--- config.mk ---
export PLATFORM = sky130hd
export DESIGN_NAME = if_fetch_unit
export DESIGN_NICKNAME = d
export VERILOG_FILES = /design/src/rtl/if_fetch_unit.sv
export SDC_FILE = /design/constraint.sdc
export NUM_CORES = 1
export LEC_CHECK = 0
export CELL_PAD_IN_SITES_DETAIL_PLACEMENT = 0
export CELL_PAD_IN_SITES_GLOBAL_PLACEMENT = 1
export CORE_MARGIN = 3
export CORE_UTILIZATION = 44
export DETAILED_ROUTE_END_ITERATION = 10
export PLACE_DENSITY_LB_ADDON = 0.12
export SYNTH_ARGS = -nofsm -noshare
export SYNTH_HDL_FRONTEND = slang
export SYNTH_SLANG_ARGS = --single-unit
--- constraint.sdc ---
create_clock -name clk -period 13.7 [get_ports clk]
set_input_delay 1.37 -clock clk [delete_from_list [all_inputs] [get_ports clk]]
set_output_delay 1.37 -clock clk [all_outputs]
set_load 0.02 [all_outputs]
--- src/rtl/if_fetch_unit.sv ---
// Instruction fetch front end: owns the fetch PC, issues single-outstanding req/ack
// reads to instruction memory and presents buffered {pc,instruction} pairs to IF/ID.
module if_fetch_unit #(
    parameter int              XLEN       = 32,
    parameter logic [XLEN-1:0] RESET_PC   = '0,
    parameter int              FIFO_DEPTH = 2
) (
    input  logic            clk,
    input  logic            rst,
    input  logic            load_hazerd,
    input  logic            flush_flag,
    input  logic [XLEN-1:0] flush_pc,
    output logic            imem_req,
    output logic [XLEN-1:0] imem_addr,
    input  logic            imem_ack,
    input  logic [XLEN-1:0] imem_rdata,
    output logic [XLEN-1:0] pc_out,
    output logic [XLEN-1:0] instruction_out,
    output logic            fetch_valid
);

    localparam int         PW      = $clog2(FIFO_DEPTH);
    localparam logic [PW:0] DEPTH_C = (PW+1)'(FIFO_DEPTH);

    typedef enum logic [1:0] {IDLE, REQ, DRAIN} state_t;

    state_t          state;
    logic [XLEN-1:0] fetch_pc;
    logic [XLEN-1:0] drain_addr;
    logic [XLEN-1:0] pc_mem  [FIFO_DEPTH];
    logic [XLEN-1:0] ins_mem [FIFO_DEPTH];
    logic [PW-1:0]   rd_ptr;
    logic [PW-1:0]   wr_ptr;
    logic [PW:0]     count;
    logic [PW:0]     count_nxt;
    logic            push;
    logic            pop;
    logic            unused_bits;

    assign unused_bits = &{1'b0, flush_pc[1:0]};

    // Flush overrides both the pop and the push of the same cycle.
    assign fetch_valid = (count != '0);
    assign pop         = fetch_valid && !load_hazerd && !flush_flag;
    assign push        = (state == REQ) && imem_ack && !flush_flag;
    assign count_nxt   = count + (PW+1)'(push) - (PW+1)'(pop);

    assign imem_req        = (state != IDLE);
    assign imem_addr       = (state == REQ)   ? fetch_pc :
                             (state == DRAIN) ? drain_addr : '0;
    assign pc_out          = fetch_valid ? pc_mem[rd_ptr]  : '0;
    assign instruction_out = fetch_valid ? ins_mem[rd_ptr] : '0;

    always_ff @(posedge clk) begin
        if (!rst) begin
            state      <= IDLE;
            fetch_pc   <= RESET_PC;
            drain_addr <= '0;
            rd_ptr     <= '0;
            wr_ptr     <= '0;
            count      <= '0;
        end else begin
            if (flush_flag) begin
                rd_ptr   <= '0;
                wr_ptr   <= '0;
                count    <= '0;
                fetch_pc <= {flush_pc[XLEN-1:2], 2'b00};
            end else begin
                if (push) begin
                    pc_mem[wr_ptr]  <= fetch_pc;
                    ins_mem[wr_ptr] <= imem_rdata;
                    wr_ptr          <= wr_ptr + PW'(1);
                    fetch_pc        <= fetch_pc + XLEN'(4);
                end
                if (pop)
                    rd_ptr <= rd_ptr + PW'(1);
                count <= count_nxt;
            end

            case (state)
                IDLE:
                    if (!flush_flag && count < DEPTH_C)
                        state <= REQ;
                REQ:
                    if (imem_ack) begin
                        if (flush_flag || count_nxt >= DEPTH_C)
                            state <= IDLE;
                    end else if (flush_flag) begin
                        // Address must stay on the bus until the orphaned read acks.
                        state      <= DRAIN;
                        drain_addr <= fetch_pc;
                    end
                DRAIN:
                    if (imem_ack)
                        state <= IDLE;
                default:
                    state <= IDLE;
            endcase
        end
    end

endmodule

==> summary.md <==
| Metric | Value |
|---|---|
| Cells after Synth | `674` |
| Post-DRT Antenna Nets | `0` |
| Largest net degree at the start of global routing | `65` |
| Fmax | `0.252 GHz` |
| H-Tree Depth | `4` |
| Crit path max fanout | `20` |
| Die X | `141 um` |
| Hold Violations, Final | `0` |
| Drt total wl | `18.0 mm` |
| Sequential Area | `5070 um2` |
| Drt first pass iters | `4` |
| Largest family of logic cells by synthesized area | `simple AND/OR/NAND/NOR gates` |
| Synth Area in XOR/XNOR | `0.0329` |
| Post-CTS setup buffers | `0` |
| Ys async rst share | `0` |
| Transition time of the tightest slew-check pin | `1.11 ns` |
| Outcome | `finished, final reports clean` |
| Clk root buf | `clkbuf_16` |
| Compound-cell area share of the yosys netlist | `0.101` |
| Sequential-to-total area share from yosys stat | `0.633` |
| Wire per inst | `17.1 um` |
| Worst EP arrival | `2.60 ns` |
| Startpoint types | `flop` |
| Drt drc | `0` |
| Die height | `141 um` |
| Max Cap Viol | `0` |
| Grt ovf | `0` |
| Initial antenna violation count | `0` |
| Ys flop type | `edfxtp_1` |
| Critical-path cell list | `nor2b_2 -> buf_4 -> a22o_1 -> clkdlybuf4s50_1` |
| Setup crit end kind | `output pin` |
| Io pins | `roughly 170` |
| Seq cells post-synth | `around 190` |
| Layout Nets | `889` |
| Period utilization | `0.290` |
| Worst skew pair latency | `around 0.43 ns` |
| Worst Clk Skew | `~0.011 ns` |
| Fillers | `1433` |
| Worst min path class | `reg -> reg` |
| Synthesized area | `8000 um2` |
| Area of the multi-input gates | `2740 um2` |
| Average size of a mapped cell | `11.9 um2` |
| Initial Utilization | `0.456` |
| PortBufs | `160` |
| Worst path top cell family by delay | `buffers and inverters` |
| Simple logic cell fraction of the synthesized area | `0.118` |
| P_leak | `between 3 and 4 nW` |
| Worst VDD drop | `approximately 0.00009 V` |
| First-pass GRT wire length | `28.6 mm` |
| Row Count | `48` |
| CP max-delay cell | `clkdlybuf4s50_1` |
| Tmin final | `~4.0 ns` |
| Final setup vio count | `0` |
| Most common cell after layout, fill and taps aside | `clkdlybuf4s50_1` |
| Hold Buf Count CTS | `0` |
| Number of synthesized flops with an enable pin | `124` |
| PwrDens | `113 nW/um2` |
| CTS Buf Count | `17` |
| Routed vias | `5475` |
| CTS tree | `yes` |
| Max clock buf depth | `2` |
| Slew Limit Fails | `0` |
| YS warnings | `0` |
| Commonest cells after routing, fill and taps aside | `clkdlybuf4s50_1 (160), edfxtp_1 (124), nand2_1 (76), nor2_1 (71), dfxtp_1 (66)` |
| Reg clk slew, reported paths | `approximately 0.07 ns` |
| Clock tree sinks | `191` |
| CTS resizes | `0` |
| Total GRT Usage | `0.183` |
| Worst path required time | `approximately 12 ns` |
| Critical path buffer and inverter count | `2` |
| Diodes inserted | `0` |
| Mux cell area share after synthesis | `0.0801` |
| Worst setup margin | `9.73 ns` |
| Cells after DPL | `1023` |
| Layout cells sized above 1 | `0.0651` |
| Post-synth cell types | `between 40 and 50` |
| Max incr delay on CP | `0.61 ns` |
| Worst Setup Slack post-DPL | `9.39 ns` |
| P&R area growth vs syn | `29.3%` |
| RSZ-0062 raised after global routing | `false` |
| Total Die Area | `slightly below 20000 um2` |
| Post-DP HPWL | `11.8 mm` |
| Kind of critical path | `reg -> out` |
| Final setup TNS | `0 ns` |
| Max transition margin | `0.257` |
| Adder-cell share of the synthesized area | `0.00469` |
| Core footprint | `17500 um2` |
| Vias in the first global route | `~5400` |
| Final cell count without fillers | `roughly 1100` |
| DR vias/cell | `5.19` |
| DRT iter0 DRCs | `309` |
| RePlAce Congestion | `between 0.8 and 0.9` |
routing by layer:
metal / up-vias / share of wire / GRT usage / wire length, um
li1: 2700 / - / - / -
met3: 16 / 0.054 / 0.0410 / 979
met4: 0 / 0.012 / 0.0576 / 217
met1: 2597 / 0.47 / 0.260 / 8490
met5: - / 0 / 0 / 0
met2: 162 / 0.46 / 0.281 / 8320
synthesized netlist by cell type, drive strengths merged, types with 2 or more instances:
cell type  count  area share
nor4          11      0.0094
and4           2      0.0025
nand2         76       0.036
a31oi          2      0.0016
nor2          73       0.034
and3           4      0.0031
nor3           7      0.0044
mux2i         64       0.080
dfxtp         67        0.17
xnor2         22       0.024
and2           6      0.0047
nand3         12      0.0075
ha             3      0.0047
buf            5      0.0042
a21oi         21       0.013
clkbuf        42       0.020
or3            3      0.0030
o21ai         30       0.019
or4            2      0.0019
edfxtp       124        0.47
inv           11      0.0052
or2            2      0.0016
a21boi        30       0.028
xor2           8      0.0088
nand4          6      0.0066
a211oi         2      0.0019
a22o          30       0.033
worst register-to-register path, stage by stage, from the launching register on:
cell and delay [ns]:
dfxtp_1 0.40, inv_1 0.12, nor2_2 0.44, buf_4 0.37, nand2_1 0.16, nor3_2 0.17, buf_4 0.66
report_power, final:
part           internal [mW]  total (mW)  switching [mW]  leakage, nW
logic                 0.0379      0.0723          0.0343         1.34
clock network          0.237       0.457           0.220        0.260
registers              0.622       0.638          0.0160         1.69
total                  0.897        1.17           0.270         3.29
kinds of logic (layout without fill, tap and decap cells):
| group | after synthesis | in the layout |
|---|---|---|
| xor gates and xnor gates | 30 | 30 |
| muxes | 64 | 64 |
| adders and majority gates | 3 | 3 |
| AOI/OAI and AO/OA | 119 | 119 |
| buffers and inverters | 58 | 211 |
| and+or+nand+nor | 208 | 208 |
| DFF | 191 | 191 |
| other | 1 | 4 |
final cells by class:
cell class	instances	share of cell area
flip-flops and latches	191	0.490
multi-input cells	428	0.265
repair buffers	168	0.161
clock buffers	17	0.0411
well taps	225	0.0272
clock inverters	15	0.0121
inverters	11	0.00399
worst paths after layout:
path,startpoint,to,slack [ns],depth (start not counted)
hold reg to reg,drain_addr[26]$_SDFFE_PN0P_,drain_addr[26]$_SDFFE_PN0P_,0.46,2
hold / removal,drain_addr[26]$_SDFFE_PN0P_,drain_addr[26]$_SDFFE_PN0P_,0.46,2
setup / recovery,state[1]$_SDFFE_PN0P_,imem_addr[18],9.73,4
setup reg to reg,state[0]$_SDFFE_PN0P_,pc_mem[1][23]$_DFFE_PP_,10.96,6
stage by stage:
stage          instance area (um2)   util  hold slack [ns]  power (mW)
2_1_floorplan                 8010      -            0.425       0.681
3_3_place_gp                  9790  0.558            0.451       0.721
3_5_place_dp                  9790  0.558            0.458       0.723
4_1_cts                      10300  0.590            0.468        1.18
5_1_grt                      10300  0.590            0.490        1.21
6_report                     10300  0.590            0.464        1.17
sequential cells by signal (all words and copies together), names as in the netlist, named ones only:
signal / flops
ins_mem: 64
state: 2
wr_ptr: 1
fetch_pc: 30
count: 2
pc_mem: 60
drain_addr: 30
rd_ptr: 1
(Power assumes the default switching activity.)
